--- config.mk ---
export PLATFORM = sky130hd
export DESIGN_NAME = cfg_image_sequencer
export DESIGN_NICKNAME = d
export VERILOG_FILES = /design/src/rtl/cfg_image_sequencer.sv
export SDC_FILE = /design/constraint.sdc
export NUM_CORES = 1
export LEC_CHECK = 0
export BUFFER_PORTS_ARGS = -buffer_cell sky130_fd_sc_hd__buf_2
export CAP_MARGIN = 20
export CORE_MARGIN = 5
export CORE_UTILIZATION = 35
export DETAILED_ROUTE_END_ITERATION = 8
export PLACE_DENSITY = 0.57
export SKIP_CTS_REPAIR_TIMING = 1
export SYNTH_ARGS = -nofsm -noshare
export SYNTH_HDL_FRONTEND = slang
export SYNTH_SLANG_ARGS = --single-unit
--- constraint.sdc ---
create_clock -name clkin_max_100 -period 3.65 [get_ports clkin_max_100]
set_clock_uncertainty 0.05 [all_clocks]
set_input_delay 0.365 -clock clkin_max_100 [delete_from_list [all_inputs] [get_ports clkin_max_100]]
set_output_delay 0.365 -clock clkin_max_100 [all_outputs]
set_load 0.05 [all_outputs]
--- src/rtl/cfg_image_sequencer.sv ---
// cfg_image_sequencer
//   Boots the FPGA from a selectable flash image page. After power-up it waits
//   for the PFL's initial image, reads the boot record through the flash
//   controller, then reconfigures the FPGA from the recorded page. It retries
//   a bounded number of times, falls back to the factory page, and writes the
//   boot record back only when the page in use differs from the recorded one.
//
// Ports
//   clkin_max_100    : single clock, all logic posedge
//   sys_reset        : synchronous active-high reset
//   fpga_conf_done   : FPGA CONF_DONE
//   fpga_statusn     : FPGA nSTATUS (low = configuration error)
//   reconfig_req     : one-cycle request to advance to the next page (IDLE only)
//   rd_compl/wr_compl: flash controller boot-record read/write complete (level)
//   boot_page        : page from the boot record, valid with rd_compl
//   pfl_flash_access : 1 = PFL owns flash, 0 = flash controller owns it
//   fl_rd_req_n      : boot-record read request (active low)
//   fl_wr_req_n      : boot-record write request (active low)
//   wr_page          : page value written into the boot record
//   fpga_pgm         : page presented to the PFL
//   pfl_nreconfigure : reconfigure pulse to the PFL (active low)
//   pfl_nreset       : PFL reset (active low)
//   cfg_fail         : sticky fallback / terminal-error flag
//   state_dbg        : current state encoding for the LEDs
module cfg_image_sequencer #(
  parameter int unsigned NUM_PAGES    = 3,
  parameter int unsigned PAGE_W       = 2,
  parameter int unsigned FACTORY_PAGE = 0,
  parameter int unsigned CFG_PULSE    = 16777215,
  parameter int unsigned RST_PULSE    = 16777215,
  parameter int unsigned WAIT_CYCLES  = 268435455,
  parameter int unsigned MAX_RETRY    = 2
) (
  input  logic              clkin_max_100,
  input  logic              sys_reset,
  input  logic              fpga_conf_done,
  input  logic              fpga_statusn,
  input  logic              reconfig_req,
  input  logic              rd_compl,
  input  logic              wr_compl,
  input  logic [PAGE_W-1:0] boot_page,
  output logic              pfl_flash_access,
  output logic              fl_rd_req_n,
  output logic              fl_wr_req_n,
  output logic [PAGE_W-1:0] wr_page,
  output logic [PAGE_W-1:0] fpga_pgm,
  output logic              pfl_nreconfigure,
  output logic              pfl_nreset,
  output logic              cfg_fail,
  output logic [3:0]        state_dbg
);

  localparam int unsigned LIM_A     = (CFG_PULSE > RST_PULSE) ? CFG_PULSE : RST_PULSE;
  localparam int unsigned MAX_LIMIT = (LIM_A > WAIT_CYCLES) ? LIM_A : WAIT_CYCLES;
  localparam int unsigned CNT_W     = (MAX_LIMIT > 1) ? $clog2(MAX_LIMIT) : 1;
  localparam int unsigned RTRY_W    = (MAX_RETRY > 0) ? $clog2(MAX_RETRY + 1) : 1;

  localparam logic [CNT_W-1:0]  CFG_LAST  = CNT_W'(CFG_PULSE - 1);
  localparam logic [CNT_W-1:0]  RST_LAST  = CNT_W'(RST_PULSE - 1);
  localparam logic [CNT_W-1:0]  WAIT_LAST = CNT_W'(WAIT_CYCLES - 1);
  localparam logic [PAGE_W-1:0] FACT      = PAGE_W'(FACTORY_PAGE);
  localparam logic [PAGE_W-1:0] LAST_PAGE = PAGE_W'(NUM_PAGES - 1);
  localparam logic [PAGE_W:0]   NPAGES_X  = (PAGE_W + 1)'(NUM_PAGES);
  localparam logic [RTRY_W-1:0] RETRY_MAX = RTRY_W'(MAX_RETRY);

  typedef enum logic [2:0] {
    BOOT_WAIT = 3'd0,
    READ_REC  = 3'd1,
    PULSE_CFG = 3'd2,
    PULSE_RST = 3'd3,
    WAIT_CFG  = 3'd4,
    WR_REC    = 3'd5,
    IDLE      = 3'd6,
    ERROR     = 3'd7
  } state_e;

  state_e              state_q, state_d;
  logic [CNT_W-1:0]    cnt_q, cnt_d;
  logic [PAGE_W-1:0]   cur_page_q, cur_page_d;
  logic [PAGE_W-1:0]   rec_page_q, rec_page_d;
  logic [RTRY_W-1:0]   retry_q, retry_d;
  logic                cfg_fail_q, cfg_fail_d;
  logic                access_q, access_d;
  logic                rd_n_q, rd_n_d;
  logic                wr_n_q, wr_n_d;
  logic                nrecfg_q, nrecfg_d;
  logic                nrst_q, nrst_d;
  logic [PAGE_W-1:0]   pgm_q, pgm_d;
  logic [PAGE_W-1:0]   wr_page_q, wr_page_d;
  logic                cfg_ok, cfg_bad;

  // Next state and bookkeeping registers
  always_comb begin
    state_d    = state_q;
    cur_page_d = cur_page_q;
    rec_page_d = rec_page_q;
    retry_d    = retry_q;
    cfg_fail_d = cfg_fail_q;
    // Success is tested first so it wins over a timeout in the final cycle.
    cfg_ok     = fpga_conf_done && fpga_statusn;
    cfg_bad    = !fpga_statusn || (cnt_q == WAIT_LAST);

    unique case (state_q)
      BOOT_WAIT: if (fpga_conf_done) state_d = READ_REC;
      READ_REC: begin
        if (rd_compl) begin
          if ({1'b0, boot_page} >= NPAGES_X) begin
            cur_page_d = FACT;
            rec_page_d = FACT;
          end else begin
            cur_page_d = boot_page;
            rec_page_d = boot_page;
          end
          retry_d = '0;
          state_d = PULSE_CFG;
        end
      end
      PULSE_CFG: if (cnt_q == CFG_LAST) state_d = PULSE_RST;
      PULSE_RST: if (cnt_q == RST_LAST) state_d = WAIT_CFG;
      WAIT_CFG: begin
        if (cfg_ok) begin
          state_d = (cur_page_q != rec_page_q) ? WR_REC : IDLE;
        end else if (cfg_bad) begin
          if (retry_q < RETRY_MAX) begin
            retry_d = retry_q + 1'b1;
            state_d = PULSE_CFG;
          end else if (cur_page_q != FACT) begin
            cur_page_d = FACT;
            retry_d    = '0;
            cfg_fail_d = 1'b1;
            state_d    = PULSE_CFG;
          end else begin
            cfg_fail_d = 1'b1;
            state_d    = ERROR;
          end
        end
      end
      WR_REC: begin
        if (wr_compl) begin
          rec_page_d = cur_page_q;
          state_d    = IDLE;
        end
      end
      IDLE: begin
        if (reconfig_req) begin
          cur_page_d = (cur_page_q == LAST_PAGE) ? '0 : cur_page_q + 1'b1;
          retry_d    = '0;
          state_d    = PULSE_CFG;
        end
      end
      ERROR: state_d = ERROR;
      default: state_d = BOOT_WAIT;
    endcase
  end

  // Outputs are decoded from the next state so the registered copies line up
  // exactly with the state register (pulse widths equal state residency).
  always_comb begin
    cnt_d     = '0;
    if (state_d == state_q) cnt_d = (cnt_q == '1) ? cnt_q : cnt_q + 1'b1;
    access_d  = !((state_d == READ_REC) || (state_d == WR_REC));
    rd_n_d    = (state_d != READ_REC);
    wr_n_d    = (state_d != WR_REC);
    nrecfg_d  = (state_d != PULSE_CFG);
    nrst_d    = (state_d != PULSE_RST);
    pgm_d     = (state_d == PULSE_CFG) ? cur_page_d : pgm_q;
    wr_page_d = (state_d == WR_REC)    ? cur_page_d : wr_page_q;
  end

  always_ff @(posedge clkin_max_100) begin
    if (sys_reset) begin
      state_q    <= BOOT_WAIT;
      cnt_q      <= '0;
      cur_page_q <= FACT;
      rec_page_q <= FACT;
      retry_q    <= '0;
      cfg_fail_q <= 1'b0;
      access_q   <= 1'b1;
      rd_n_q     <= 1'b1;
      wr_n_q     <= 1'b1;
      nrecfg_q   <= 1'b1;
      nrst_q     <= 1'b1;
      pgm_q      <= FACT;
      wr_page_q  <= FACT;
    end else begin
      state_q    <= state_d;
      cnt_q      <= cnt_d;
      cur_page_q <= cur_page_d;
      rec_page_q <= rec_page_d;
      retry_q    <= retry_d;
      cfg_fail_q <= cfg_fail_d;
      access_q   <= access_d;
      rd_n_q     <= rd_n_d;
      wr_n_q     <= wr_n_d;
      nrecfg_q   <= nrecfg_d;
      nrst_q     <= nrst_d;
      pgm_q      <= pgm_d;
      wr_page_q  <= wr_page_d;
    end
  end

  assign pfl_flash_access = access_q;
  assign fl_rd_req_n      = rd_n_q;
  assign fl_wr_req_n      = wr_n_q;
  assign wr_page          = wr_page_q;
  assign fpga_pgm         = pgm_q;
  assign pfl_nreconfigure = nrecfg_q;
  assign pfl_nreset       = nrst_q;
  assign cfg_fail         = cfg_fail_q;
  assign state_dbg        = {1'b0, state_q};

endmodule

### Word level (Yosys, flattened, before mapping)

Cells that the tools add are included.
Widths: inputs -> output; s select.

* register bits: 47
* output and inout bits: 14
* word-level logic and storage cells: 91
* input port bits: 9

* bitwise logic cells: 3
* reductions and logical operators: 13
* $lt $le $gt $ge: 2
* eq/ne operators: 26
* $add $sub $neg: 3
* muxes and demuxes: 31

Operator list (count)
* $eq 28x28->1 const B: 2
* $mux 2: 17
* $mux 3: 10
* $add 28x1->28 const B: 1
* $eq 28x24->1 const B: 1
* $pmux 3 s8: 1
* $eq 3x3->1 const B: 5
* $pmux 2 s3: 2
* $ne 2x2->1 const B: 5
* $eq 3x2->1 const B: 3
* $eq 3x1->1 const B: 2
* $ne 3x2->1 const B: 2
* $ne 3x3->1 const B: 2
* $reduce_and 6->1: 1
* $add 2x1->2 const B: 2
* $pmux 2 s2: 1
* $reduce_and 4->1: 1
* $reduce_bool 2->1: 2
* $eq 3x3->1: 1
* $logic_not 3->1: 1
* $ne 3x1->1 const B: 1
* $not 1->1: 3
* $reduce_and 3->1: 1
* $reduce_bool 3->1: 1
* 8 further kinds: 10

### Depth between registers and ports, before layout

* depth after elaboration: 9
* gate-level depth with buffers: 11
* depth with buffers taken out: 9

### Worst setup path before layout

Ideal clock, no wire load.

* kind: reg-to-reg
* start: reg state_q[2]
* end: reg wr_page_q[1], in the netlist wr_page[1]
* arrival time: 2207 ps
* library setup time: 123 ps
* required time: 3477 ps
* path buffers: 1
* cell stages (with the launch flop): 8
* path slack: 1270 ps
* clock period less this slack: 2380 ps
* path through: dfxtp_1 > clkbuf_1 > mux2i_1 > o21ai_0 > a31o_4 > nor3b_4 > nor3b_2 > mux2_1

* cells in the longest elaborated chain, start to end: 4
* elaborated cells on any way between the ends: 19
* classes of those cells: eq/ne: 8; mux: 10; reduce/logical: 1

Ends and longest elaborated chain
* from (decl): line 77 `state_e state_q, state_d;`
* from (signal assigned): line 186 `state_q <= state_d;`
* $mux 3: line 123 `end else if (cfg_bad) begin`
* $mux 3: line 121 `if (cfg_ok) begin`
* $pmux 3 s8: line 103 `unique case (state_q)`
* $eq 3x3->1: line 167 `wr_page_d = (state_d == WR_REC) ? cur_page_d : wr_page_q;`
* to (signal assigned): line 198 `wr_page_q <= wr_page_d;`
* to (decl): line 89 `logic [PAGE_W-1:0] wr_page_q, wr_page_d;`

Several ways; a longest one is shown, not always the timed one.
A chain may end at the register's enable or synchronous reset.

### Worst setup path in the final report

* start: reg cnt_q[12]
* end: reg pgm_q[1], in the netlist fpga_pgm[1]

* cells in the longest elaborated chain, start to end: 6
* elaborated cells on any way between the ends: 12
* classes of those cells: eq/ne: 3; mux: 8; reduce/logical: 1

Ends and longest elaborated chain
* from (decl): line 78 `logic [CNT_W-1:0] cnt_q, cnt_d;`
* from (signal assigned): line 187 `cnt_q <= cnt_d;`
* $eq 28x28->1: line 101 `cfg_bad = !fpga_statusn || (cnt_q == WAIT_LAST);`
* $logic_or 1x1->1: line 101
* $mux 3: line 123
* $mux 3: line 121
* $pmux 3 s8: line 103
* $eq 3x2->1: line 166 `pgm_d = (state_d == PULSE_CFG) ? cur_page_d : pgm_q;`
* to (signal assigned): line 197 `pgm_q <= pgm_d;`
* to (decl): line 88 `logic [PAGE_W-1:0] pgm_q, pgm_d;`

Several ways; a longest one is shown, not always the timed one.

==> impl_metrics.toml <==
[logic_synthesis]
synthesis.area_sq_um = 2440
synth-edff-count = 0
ys_async_sr_fraction = 0
post-synth-top-area-fraction = 0.386
synthCells = 286
avgSynthCellArea_sq_um = 8.53
synthFlopType = "dfxtp_1"
synth_top_cell_by_area = "dfxtp_1"
synth_area_leaders = "dfxtp_1 (39%), nor2_1 (7.4%), xor2_1 (6.1%)"
synth_cell_types = 54
synth-seq-cells = 47
seq_area_frac_synth = 0.386
synth_warnings = 0
syn_nets = 297

[floorplanning]
initial_core_util = 0.359
rows = 30
die_w_um = 93.5
num_io_pins = 23
die_y_um = 93.5
core_sq_um = 6790
die-area_sq_um = 8740

[critical_path]
max_stage_delay_ps = 410
crit_slowest_cell = "nor4_4"
crit_required_ps = 3780
endpoint_kind = "register"
r2r_start = "cnt_q[12]$_SDFFE_PP0P_"
rr_worst_depth = 7
timing.critical_path.cells = "nand4_1, nor4_4, and3_1, a31o_4, nor3b_4, and4_4, mux2_4"
cp.arrival_ps = 2760
path_max_fanout = 6
worstSetupPathType = "reg -> reg"
r2r_slack_ps = 1020
r2r_end = "fpga_pgm[1]$_SDFFE_PP0N_"
crit_path_start_kind = "register"

[cells_and_area]
area_growth_pct = 10.1
multi_input_comb_area_sq_um = 1400
diodes = 0
layout-drive-gt1-share = 0.139
seqCellArea_sq_um = 941
design_area_sq_um = 2690
fillCellCount = 728
layout.nets = 314
utilization = 0.395

[timing]
timing.hold.ws_ps = 381
worst_slew_pin_slew_ps = 723
fmax_mhz = 381
rsz0062_at_grt = "false"
period_minus_slack_ps = 2630
tns_ps = 0
setup_viol = 0
period_share = 0.719
maxSlewHeadroom = 0.516
final_max_slew_viol_count = 0
hold_viol = 0

[power_and_ir_drop]
ir_worst_vdd_uv = 189
p_sw_uw = 234
intPower_uw = 683
p_leak_uw = 0.000986
pwr-share-comb = 0.110
power.total_uw = 917
seq_power_share = 0.582
p_per_area_nw_per_um2 = 341
p_sw_frac = 0.255
clkPwrFrac = 0.309

[clock_tree]
root_buffer = "clkbuf_8"
clock_sinks = 47
cts_tree = "built"
cts_made_buffers = 5
htreeDepth = 2
insertion_delay_ps = 290
clockBufferDepth = 2
cts.clk_slew.worst_paths_ps = 80

[route]
drtIter0Drc = 149
num_vias = 1938
drtAntennaViolNets = 0
routed_via_density = 4.87
drt_pre_antenna_iters = 4
drc = 0
wl_per_cell_um = 12.4
totalWireLength_um = 4940

[global_route]
antenna_found_initial = 0
grt_overflow_total = 0
grt_pass1_wl_um = 8390
grt_pass1_vias = 1788
grt_max_degree = 29
grt_usage = 0.118

[hold_path]
hold_path_startpoint = "sys_reset"
hold_path_end = "state_q[2]$_SDFF_PP0_"
hold_path_depth = 2
min_path_type = "in -> reg"

[placement]
place_congestion = 0.754
dpl_cell_area_sq_um = 2610
place_hpwl_um = 3650
port_buffers = 21

[run]
maxCapViolations = 0

[status]
status = "complete, no violations"
-- Yosys cell counts, types with 2 or more instances --
library cell,count
a211oi_1,5
nor2_1,48
nand2b_1,6
xor2_1,17
and3_1,6
xnor2_1,11
a211o_1,2
and2_1,2
nor2b_1,7
a21oi_1,4
dfxtp_1,47
nand4_1,11
nand3_1,19
o21ai_0,8
nor3_1,5
ha_1,2
o31ai_1,2
clkbuf_1,6
buf_1,2
nand2_1,16
a21o_1,3
buf_2,2
o21a_1,2
mux2i_1,6
nor4_1,3
inv_1,11
a31oi_1,6
-- cell families (layout without fill, tap and decap cells) --
family          Yosys count  in the layout  synth area share
flops                    47             47             0.386
compound gates           41             41             0.127
mux                       8              8            0.0354
simple gates            136            136             0.299
other cells               1              1           0.00154
fa+ha+maj                 2              2            0.0103
buf+inv                  23             39            0.0410
xor+xnor                 28             28             0.101
-- metal layers --
layer | vias up | track usage | part of all wire
met3 | 7 | 0.0274 | 0.032
li1 | 1021 | - | -
met4 | 0 | 0.0330 | 0.012
met2 | 21 | 0.184 | 0.43
met5 | - | 0 | 0
met1 | 889 | 0.164 | 0.53
-- worst max-delay path by stage --
stage | start | endpoint | slack, ps
CTS | cnt_q[2]$_SDFFE_PP0P_ | fpga_pgm[1]$_SDFFE_PP0N_ | 1020
finish | cnt_q[12]$_SDFFE_PP0P_ | fpga_pgm[1]$_SDFFE_PP0N_ | 1020
global placement | cnt_q[2]$_SDFFE_PP0P_ | fpga_pgm[1]$_SDFFE_PP0N_ | 1040
global route | cnt_q[19]$_SDFFE_PP0P_ | cnt_q[24]$_SDFFE_PP0P_ | 780
floorplan | state_q[2]$_SDFF_PP0_ | wr_page[1]$_SDFFE_PP0N_ | 1270
detailed placement | cnt_q[2]$_SDFFE_PP0P_ | fpga_pgm[1]$_SDFFE_PP0N_ | 1030
-- flip-flops by register name, indices dropped and copies added, names as in the netlist --
register          flops
cfg_fail              1
cnt_q                28
cur_page_q            2
fl_rd_req_n           1
fl_wr_req_n           1
fpga_pgm              2
pfl_flash_access      1
pfl_nreconfigure      1
pfl_nreset            1
rec_page_q            2
retry_q               2
state_q               3
wr_page               2
-- final cells by class --
| class | count | share of cell area |
|---|---|---|
| Clock buffer | 6 | 0.0270 |
| Tap cell | 96 | 0.0447 |
| Multi-Input combinational cell | 216 | 0.521 |
| Sequential cell | 47 | 0.350 |
| Inverter | 11 | 0.0154 |
| Timing Repair Buffer | 22 | 0.0419 |
-- power by group through the flow --
stage | clock network [uW] | logic, uW | registers, uW
finish | 283 | 101 | 533
global route | 317 | 111 | 536
CTS | 296 | 101 | 533
detailed placement | 0 | 101 | 546
global placement | 0 | 99.8 | 546
floorplan | 0 | 67.9 | 555
-- critical path: cells and delay by family (launching register included) --
kind,cells,cell delay (ps)
flip-flops,1,400
multiplexers,1,290
AND/OR/NAND/NOR,5,1550
AO/OA/AOI/OAI,1,220
-- layout by cell type (no fill, tap or decap), types with 2 or more instances in the layout --
cell type  synthesis  routed
dfxtp_1           47      47
inv_1             11      11
mux2i_1            6       6
nand2_1           16      16
nand4_1           11      11
a211oi_1           5       5
nor2b_1            7       7
nor4_1             3       3
and3_1             6       6
o31ai_1            2       2
nand2b_1           6       6
a21o_1             3       3
and2_1             2       2
buf_2              2      21
nand3_1           19      19
nor2_1            48      48
ha_1               2       2
o21a_1             2       2
xnor2_1           11      11
a31oi_1            6       6
o21ai_0            8       8
clkbuf_8           0       5
a211o_1            2       2
nor3_1             5       5
a21oi_1            4       4
xor2_1            17      17
-- metrics by stage --
stage	cells	setup WS [ps]
2_1_floorplan	286	1270
3_3_place_gp	392	1040
3_5_place_dp	392	1030
4_1_cts	398	1020
5_1_grt	398	784
6_report	398	1020
No activity file was read; power rests on OpenSTA's default activity.
